**src/rtl/prefetch_buffer.sv**
```systemverilog
// Prefetch buffer: holds prefetched lines, fetched one at a time from memory, until a demand hit consumes them.
// Build option PF_STATS_EN adds saturating issue/hit/drop counters.
module prefetch_buffer #(
  parameter int unsigned DEPTH = 4,
  parameter int unsigned AW    = 16,
  parameter int unsigned DW    = 16
) (
  input  logic          clk,
  input  logic          reset,
  input  logic          pf_v,
  input  logic [AW-1:0] pf_addr,
  output logic          pf_drop,
  output logic          mem_req_v,
  input  logic          mem_req_rdy,
  output logic [AW-1:0] mem_req_addr,
  input  logic          mem_resp_v,
  input  logic [DW-1:0] mem_resp_data,
  input  logic          dmd_v,
  input  logic [AW-1:0] dmd_addr,
  output logic          dmd_hit,
  output logic [DW-1:0] dmd_data
`ifdef PF_STATS_EN
  ,
  output logic [15:0]   stat_issued,
  output logic [15:0]   stat_hits,
  output logic [15:0]   stat_drops
`endif
);

  localparam int unsigned PW = (DEPTH > 1) ? $clog2(DEPTH) : 1;

  typedef enum logic [1:0] {E_INVALID = 2'd0, E_PENDING = 2'd1, E_INFLIGHT = 2'd2, E_READY = 2'd3} ent_e;
  typedef enum logic [1:0] {S_IDLE, S_REQ, S_WAIT} fsm_e;

  ent_e          est_q   [DEPTH];
  ent_e          est_d   [DEPTH];
  logic [AW-1:0] addr_q  [DEPTH];
  logic [AW-1:0] addr_d  [DEPTH];
  logic [DW-1:0] data_q  [DEPTH];
  logic [DW-1:0] data_d  [DEPTH];
  logic [PW-1:0] rptr_q, rptr_d, sel_q, sel_d;
  fsm_e          fsm_q, fsm_d;
  logic          req_v_q, req_v_d;
  logic [AW-1:0] req_addr_q, req_addr_d;
  logic          drop_q, drop_d, hit_q, hit_d;
  logic [DW-1:0] hdata_q, hdata_d;

  logic          pend_found, dup, slot_found;
  logic [PW-1:0] pend_idx, slot_idx, idx;

  always_comb begin
    est_d      = est_q;
    addr_d     = addr_q;
    data_d     = data_q;
    rptr_d     = rptr_q;
    sel_d      = sel_q;
    fsm_d      = fsm_q;
    req_v_d    = req_v_q;
    req_addr_d = req_addr_q;
    drop_d     = 1'b0;
    hit_d      = 1'b0;
    hdata_d    = '0;
    pend_found = 1'b0;
    pend_idx   = '0;
    dup        = 1'b0;
    slot_found = 1'b0;
    slot_idx   = '0;
    idx        = '0;

    // Demand compares against pre-edge state; a READY hit is consumed.
    if (dmd_v) begin
      for (int unsigned i = 0; i < DEPTH; i++) begin
        if (est_q[PW'(i)] == E_READY && addr_q[PW'(i)] == dmd_addr) begin
          hit_d            = 1'b1;
          hdata_d          = data_q[PW'(i)];
          est_d[PW'(i)]    = E_INVALID;
        end
      end
    end

    case (fsm_q)
      S_IDLE: begin
        for (int unsigned k = 0; k < DEPTH; k++) begin
          idx = rptr_q + PW'(k);
          if (!pend_found && est_q[idx] == E_PENDING) begin
            pend_found = 1'b1;
            pend_idx   = idx;
          end
        end
        if (pend_found) begin
          est_d[pend_idx] = E_INFLIGHT;
          sel_d           = pend_idx;
          req_v_d         = 1'b1;
          req_addr_d      = addr_q[pend_idx];
          fsm_d           = S_REQ;
        end
      end
      S_REQ: begin
        if (mem_req_rdy) begin
          req_v_d = 1'b0;
          fsm_d   = S_WAIT;
        end
      end
      S_WAIT: begin
        if (mem_resp_v) begin
          est_d[sel_q]  = E_READY;
          data_d[sel_q] = mem_resp_data;
          fsm_d         = S_IDLE;
        end
      end
      default: fsm_d = S_IDLE;
    endcase

    // Insert sees post-consume state; an entry filled this same edge is not yet reusable.
    if (pf_v) begin
      for (int unsigned i = 0; i < DEPTH; i++) begin
        if (est_d[PW'(i)] != E_INVALID && addr_q[PW'(i)] == pf_addr) dup = 1'b1;
      end
      for (int unsigned k = 0; k < DEPTH; k++) begin
        idx = rptr_q + PW'(k);
        if (!slot_found && (est_d[idx] == E_INVALID ||
                            (est_d[idx] == E_READY && est_q[idx] == E_READY))) begin
          slot_found = 1'b1;
          slot_idx   = idx;
        end
      end
      if (!dup) begin
        if (slot_found) begin
          est_d[slot_idx]  = E_PENDING;
          addr_d[slot_idx] = pf_addr;
          rptr_d           = slot_idx + PW'(1);
        end else begin
          drop_d = 1'b1;
        end
      end
    end
  end

  always_ff @(posedge clk or posedge reset) begin
    if (reset) begin
      for (int unsigned i = 0; i < DEPTH; i++) begin
        est_q[PW'(i)]  <= E_INVALID;
        addr_q[PW'(i)] <= '0;
        data_q[PW'(i)] <= '0;
      end
      rptr_q     <= '0;
      sel_q      <= '0;
      fsm_q      <= S_IDLE;
      req_v_q    <= 1'b0;
      req_addr_q <= '0;
      drop_q     <= 1'b0;
      hit_q      <= 1'b0;
      hdata_q    <= '0;
    end else begin
      est_q      <= est_d;
      addr_q     <= addr_d;
      data_q     <= data_d;
      rptr_q     <= rptr_d;
      sel_q      <= sel_d;
      fsm_q      <= fsm_d;
      req_v_q    <= req_v_d;
      req_addr_q <= req_addr_d;
      drop_q     <= drop_d;
      hit_q      <= hit_d;
      hdata_q    <= hdata_d;
    end
  end

  assign pf_drop      = drop_q;
  assign mem_req_v    = req_v_q;
  assign mem_req_addr = req_addr_q;
  assign dmd_hit      = hit_q;
  assign dmd_data     = hdata_q;

`ifdef PF_STATS_EN
  localparam int unsigned SW = 16;
  localparam logic [SW-1:0] SAT = '1;

  logic [SW-1:0] iss_q, hits_q, drops_q;

  // Event counters stick at all-ones instead of wrapping.
  always_ff @(posedge clk or posedge reset) begin
    if (reset) begin
      iss_q   <= '0;
      hits_q  <= '0;
      drops_q <= '0;
    end else begin
      if (req_v_q && mem_req_rdy && iss_q != SAT) iss_q <= iss_q + SW'(1);
      if (hit_q && hits_q != SAT) hits_q <= hits_q + SW'(1);
      if (drop_q && drops_q != SAT) drops_q <= drops_q + SW'(1);
    end
  end

  assign stat_issued = iss_q;
  assign stat_hits   = hits_q;
  assign stat_drops  = drops_q;
`endif

endmodule

```
**config.mk**
```make
export PLATFORM = sky130hd
export DESIGN_NAME = prefetch_buffer
export DESIGN_NICKNAME = d
export VERILOG_FILES = /design/src/rtl/prefetch_buffer.sv
export SDC_FILE = /design/constraint.sdc
export NUM_CORES = 1
export LEC_CHECK = 0
export BUFFER_PORTS_ARGS = -buffer_cell sky130_fd_sc_hd__buf_2
export CAP_MARGIN = 10
export CORE_ASPECT_RATIO = 0.8
export CORE_MARGIN = 3
export CORE_UTILIZATION = 30
export DETAILED_ROUTE_END_ITERATION = 12
export GPL_TIMING_DRIVEN = 0
export PLACE_DENSITY = 0.46
export SYNTH_ARGS = -nofsm -noshare
export SYNTH_HDL_FRONTEND = slang
export SYNTH_SLANG_ARGS = --single-unit
```
**constraint.sdc**
```tcl
create_clock -name clk -period 8.8 [get_ports clk]
set_input_delay 0.88 -clock clk [delete_from_list [all_inputs] [get_ports clk]]
set_output_delay 0.88 -clock clk [all_outputs]
set_load 0.005 [all_outputs]
```
# Yosys cells after proc, flatten, opt, wreduce, memory -nomap -nowiden
# Index checks and enable logic that the tools add are counted.
dict set report word_totals {
  register_bits 177
  inputBits 54
  out_inout_bits 35
  elab_cells 225
}
dict set report op_classes {
  add_sub_neg 4
  order_cmp 10
  eq_ne 29
  n_mux 101
  n_bitwise 15
  reduce_logical 46
}
# op count
set ops {}
lappend ops {{2-to-1 mux 16 bit} 9}
lappend ops {{bitwise mux 64 bit} 2}
lappend ops {{== test 16 bit} 8}
lappend ops {{2-to-1 mux 2 bit} 36}
lappend ops {{demux 16 bit (select 2 bit)} 2}
lappend ops {{2-to-1 mux 8 bit} 6}
lappend ops {{binary-select mux 16 bit (select 2 bit)} 1}
lappend ops {{binary-select mux 2 bit (select 2 bit)} 8}
lappend ops {{2-to-1 mux 1 bit} 31}
lappend ops {{== test 2 bit (second input constant)} 13}
lappend ops {{greater-or-equal comparator 3 bit (second input constant)} 7}
lappend ops {{logical AND 1 bit} 21}
lappend ops {{inverter 2 -> 3 bit} 7}
lappend ops {{one-hot mux 8 bit (2 select lines)} 1}
lappend ops {{demux 2 bit (select 2 bit)} 3}
lappend ops {{== test 2 x 1 -> 1 bit (second input constant)} 5}
lappend ops {{zero test 2 bit} 5}
lappend ops {{nonzero test 2 bit} 5}
lappend ops {{less-than comparator 3 x 1 -> 1 bit (second input constant)} 3}
lappend ops {{AND reduction 3 bit} 3}
lappend ops {{AND 4 bit} 2}
lappend ops {{inverter 4 bit} 2}
lappend ops {{bitwise OR 4 bit} 2}
lappend ops {{bitwise OR 8 bit} 1}
lappend ops {{other kinds (9)} 22}

# Logic depth before layout (Yosys ltp)
dict set report depth {
  depth_word 58
  depth_mapped 19
  ltp_nobuf 14
}

# Least setup slack after synthesis
# No wires, ideal clock.
dict set report synth_path {
  path_type {flip-flop to flip-flop}
  start {register rptr_q[0]}
  end {register addr_q[0] (netlist bit)}
  setup_ns 0.125
  t_arrival_ns 4.652
  required_time_ns 8.675
  setup_slack_ns 4.023
  path_stages_with_launch 18
  path_buffers 3
  synth_period_minus_slack_ns 4.777
  cell_sequence {dfrtp_1 > buf_2 > mux4_2 > nor2b_4 > or4_4 > a211o_1 > a211o_1 > a31oi_1 > mux4_2 > mux2_2 > and4b_1 > o21ai_0 > o311ai_0 > ha_1 > and2_1 > buf_6 > buf_6 > mux2_4}
}
dict set report synth_via {
  elab_chain_len 54
  elab_cells_between_ends 126
  cone_classes {add/sub (3); order compare (4); eq/ne (12); mux (62); bitwise (10); reduce/logical (35)}
}
# element line
set synth_rtl {}
lappend synth_rtl {{start: declaration} 41} ;# logic [PW-1:0] rptr_q, rptr_d, sel_q, sel_d;
lappend synth_rtl {{start signal: assignment} 158} ;# rptr_q <= rptr_d;
lappend synth_rtl {{inverter 2 -> 3 bit (implied by the code)} {85, 121, 122}}
lappend synth_rtl {{binary-select mux 2 bit (select 2 bit)} {85, 122}}
lappend synth_rtl {{2-to-1 mux 2 bit (implied by the code) (2 in series)} {85, 122}}
lappend synth_rtl {{== test 2 x 1 -> 1 bit} 85} ;# if (!pend_found && est_q[idx] == E_PENDING) begin
lappend synth_rtl {{2-to-1 mux 1 bit} 85}
lappend synth_rtl {{2-to-1 mux 1 bit} 81} ;# case (fsm_q)
lappend synth_rtl {{zero test 1 bit} 85}
lappend synth_rtl {{logical AND 1 bit} 85}
lappend synth_rtl {{[... 37 more ...]} n/a}
lappend synth_rtl {{2-to-1 mux 2 bit} 121} ;# if (!slot_found && (est_d[idx] == E_INVALID ||
lappend synth_rtl {{2-to-1 mux 2 bit} 115} ;# if (pf_v) begin
lappend synth_rtl {{inverter 2 -> 3 bit (implied by the code)} 130} ;# addr_d[slot_idx] = pf_addr;
lappend synth_rtl {{greater-or-equal comparator 3 bit (implied by the code) / less-than comparator 3 x 1 -> 1 bit (equally long branches)} 130}
lappend synth_rtl {{logical AND 1 bit (implied by the code)} 130}
lappend synth_rtl {{2-to-1 mux 16 bit (implied by the code)} 130}
lappend synth_rtl {{demux 16 bit (select 2 bit)} 130}
lappend synth_rtl {{bitwise mux 64 bit} 130}
lappend synth_rtl {{end signal: assignment} 156} ;# addr_q <= addr_d;
lappend synth_rtl {{end: declaration} 37} ;# logic [AW-1:0] addr_q [DEPTH];
# Several ways; a longest one is shown, not always the timed one. The select of a mux whose other input is x is not followed.
# A chain may end at the register's enable or synchronous reset.

# Worst setup path after layout
dict set report layout_path {
  start {input dmd_addr[6]}
  end {register addr_q[21] (netlist bit)}
}
dict set report layout_via {
  elab_chain_len 33
  elab_cells_between_ends 88
  cone_classes {order compare (2); eq/ne (8); mux (41); bitwise (5); reduce/logical (32)}
}
# element line
set layout_rtl {}
lappend layout_rtl {{start: declaration} 19} ;# input logic [AW-1:0] dmd_addr,
lappend layout_rtl {{== test 16 bit} 73} ;# if (est_q[PW'(i)] == E_READY && addr_q[PW'(i)] == dmd_addr) begin
lappend layout_rtl {{logical AND 1 bit} 73}
lappend layout_rtl {{2-to-1 mux 2 bit} 73}
lappend layout_rtl {{2-to-1 mux 8 bit (*)} 71} ;# if (dmd_v) begin
lappend layout_rtl {{bitwise OR 8 bit (no line) (tied with other cells)} n/a}
lappend layout_rtl {{2-to-1 mux 8 bit, on equally long branches} {105, 90}}
lappend layout_rtl {{one-hot mux 8 bit (2 select lines) (*)} 81}
lappend layout_rtl {{binary-select mux 2 bit (select 2 bit)} {121, 122}}
lappend layout_rtl {{[... 17 more ...]} n/a}
lappend layout_rtl {{2-to-1 mux 2 bit} 121}
lappend layout_rtl {{2-to-1 mux 2 bit} 115}
lappend layout_rtl {{inverter 2 -> 3 bit (implied by the code)} 130}
lappend layout_rtl {{greater-or-equal comparator 3 bit (implied by the code) / less-than comparator 3 x 1 -> 1 bit (equally long branches)} 130}
lappend layout_rtl {{logical AND 1 bit (implied by the code)} 130}
lappend layout_rtl {{2-to-1 mux 16 bit (implied by the code)} 130}
lappend layout_rtl {{demux 16 bit (select 2 bit)} 130}
lappend layout_rtl {{bitwise mux 64 bit} 130}
# Mark *: on every way between the ends. The rest lies on a longest branch, timed or not. The select of a mux whose other input is x is not followed.

==> key figures <==
Die
  – Die area: 36320 um2
  – Num ports: 89
  – Core Footprint: 33070 um2
  – Initial Utilization: a little under a third
  – Die height: 171.1 um
  – Row count: 59
  – Die width: 212.3 um

Routing
  – Routed length on met3: 1727 um
  – Drt first pass iters: 7
  – Routed vias/inst: 5.021
  – DRC: 0
  – WL per Instance: approximately 21 um
  – Detailed-route via count: 7637
  – Final wirelength: around 32000 um
  – Uppermost layer routed: met4
  – Wire length on met1: 16750 um
  – Wire length on met2: 13110 um
  – 1st-iter DRT viols: 724
  – Final ANT Viol Nets: 0

Clocking
  – TritonCTS buffer count: 17
  – Latest clock arrival within the worst-skew pair: 440 ps
  – CTS H-tree depth: 4
  – Clk buf depth: 2
  – Clock transition at path regs: 80 ps
  – Post-CTS Hold Fix Bufs: 0
  – Postcts setup bufs: 0
  – Post_cts resized: 0
  – CTS Root Cell: clkbuf_16
  – CTS tree: done
  – Clk sinks: roughly 180

Final layout
  – Fin area: 11780 um2
  – Layout fillers: ~3400
  – FF/Latch Area: 4429 um2
  – Commonest non-fill, non-tap cells in the layout: 177 x dfrtp_1, 157 x nand2_1, 75 x buf_2
  – Most common cell after layout, fill and taps aside: dfrtp_1
  – Multi-input logic area: roughly 5400 um2
  – Fraction of layout cells with a size suffix above 1: between 20% and 30%
  – Final net count: 1137
  – Area Growth Syn to Fin: 15.27%

Placement
  – Port-buffer cells: between 60 and 70
  – Post-DP HPWL: 23580 um
  – Setup WS pre-CTS: 2483 ps
  – DP Area: 11140 um2
  – Gpl congestion: between 0.9 and 1

Yosys
  – Commonest register cell after synthesis: dfrtp_1
  – Post-synthesis cell area: 10220 um2
  – Syn avg cell area: roughly 10 um2
  – EDFF count, synth: 0
  – Mapped Cells: slightly below 1000
  – Net Count, Synth: 1047
  – Top cell type's share of synthesized area: between 40% and 50%
  – Distinct cells, synth: 56
  – Fraction of registers with async set/reset: 100.0%
  – Yosys top cell by area: dfrtp_1
  – Dominant cells by area after synthesis: dfrtp_1 43%, mux2_2 7.4%, nand2_1 5.8%
  – Number of synthesis warnings: 0
  – Sequential area share after synthesis: 43.35%
  – Post-synthesis register bit count: 177

STA
  – Max-slew violations: 0
  – RSZ-0062 raised after global routing: false
  – Final period utilization: 65.24%
  – Setup TNS: 0 ps
  – Clock skew: 15.32 ps
  – Fin crit period: 5741 ps
  – Min Hold Slack: about 480 ps
  – Setup ws final: 3059 ps
  – Highest clock rate: 0.1742 GHz
  – Rel. slew slack: between 20 and 30%
  – Worst Max-Slew Pin Slew: 1061 ps
  – Fin. Hold Viols: 0
  – Final setup fails: 0

GRT
  – GR Util All Layers: between 10% and 20%
  – First-pass GRT wire length: between 40000 and 50000 um
  – Initial antenna violation count: 1
  – Vias in the first global route: 7484
  – Largest net degree at the start of global routing: between 100 and 150
  – GR Overflow Total: 0

Status
  – Status: finished, final reports clean

Setup path
  – Max Fanout on Critical Path: 10
  – Startpoint Class: primary input
  – Req. time, crit path: around 9100 ps
  – CP Capture Type: flop
  – WP data arrival: 6060 ps
  – Crit Path Class: in -> reg

Worst hold path
  – Min-Delay Path Class: reg -> reg

Flow run
  – Max-Cap Viols: 0
==> synth_stat cells (3+ instances only) <==
| library cell | count |
|---|---|
| a211oi_1 | 3 |
| a21bo_2 | 3 |
| a21boi_0 | 18 |
| a21oi_1 | 24 |
| a22o_1 | 3 |
| and2_1 | 11 |
| and3_1 | 3 |
| buf_1 | 4 |
| buf_2 | 6 |
| buf_6 | 8 |
| clkbuf_1 | 50 |
| dfrtp_1 | 177 |
| ha_1 | 4 |
| inv_1 | 6 |
| mux2_2 | 67 |
| mux2_4 | 32 |
| mux2i_1 | 35 |
| mux4_2 | 16 |
| nand2_1 | 157 |
| nand2b_1 | 9 |
| nand3_1 | 11 |
| nand4_1 | 21 |
| nor2_1 | 58 |
| nor2b_1 | 3 |
| nor3_1 | 25 |
| nor4_1 | 17 |
| o21ai_0 | 39 |
| or2_2 | 18 |
| xnor2_1 | 67 |
| xor2_1 | 62 |
==> logic make-up after synthesis <==
logic type / Yosys count / synth area share, %
simple gates: 340 / 15.33
fa+ha+maj: 4 / 0.4899
mux: 152 / 19.31
compound gates: 113 / 7.078
xor+xnor: 129 / 11.06
buf+inv: 74 / 3.380
flops: 177 / 43.35
==> worst paths after layout <==
| check | startpoint | to | slack (ps) | cells after the start |
|---|---|---|---|---|
| min in group asynchronous | reset | dmd_data[1] | 500 | 2 |
| hold / removal | data_q[10] | data_q[10] | 480 | 2 |
| setup / recovery | dmd_addr[6] | addr_q[21] | 3060 | 18 |
| setup reg to reg | rptr_q[0] | addr_q[21] | 3080 | 17 |
| max in group asynchronous | reset | addr_q[62] | 7370 | 3 |
| hold reg to reg | data_q[10] | data_q[10] | 480 | 2 |
==> metrics by stage <==
stage / instances / util, %
final: 1521 / 35.61
after global placement: 1485 / 33.55
after global routing: 1520 / 35.60
after floorplan: 989 / -
after CTS: 1518 / 35.58
after detailed placement: 1486 / 33.68
==> flip-flops by register name (all words and copies together), names as in the netlist <==
register	flops
data_q	64
fsm_q	2
dmd_data	16
rptr_q	2
mem_req_addr	16
addr_q	64
est_q	8
pf_drop	1
sel_q	2
dmd_hit	1
mem_req_v	1
==> cell type report <==
type	count	area share, %
diodes	2	0.04249
plain buffers	68	2.741
clock buffers	18	3.729
clock inverters	14	1.625
inverters	6	0.2550
multi-input cells	738	46.26
flip-flops and latches	177	37.61
well taps	427	4.536
repair buffers	71	3.208
==> routing by layer <==
metal  global-route usage, %  vias up
met3                   3.960       21
met2                   25.03      215
met4                   4.047        0
met1                   28.01     3819
met5                       0        -
li1                        -     3582
==> worst max-delay path, cell delays in order <==
cell	delay, ps
buf_2	140
xor2_1	160
nor4_1	570
nand4_1	170
nor3_1	640
clkbuf_2	290
nand2_1	90
a221oi_1	600
mux4_2	380
mux2i_2	390
and4b_1	240
o21ai_0	240
o311ai_0	250
ha_1	240
and2_1	140
buf_6	140
buf_6	170
mux2_4	300
Power is left out: the tool's default activity adds up to more than one toggle a clock period on the data nets, which glitch-free logic cannot reach.
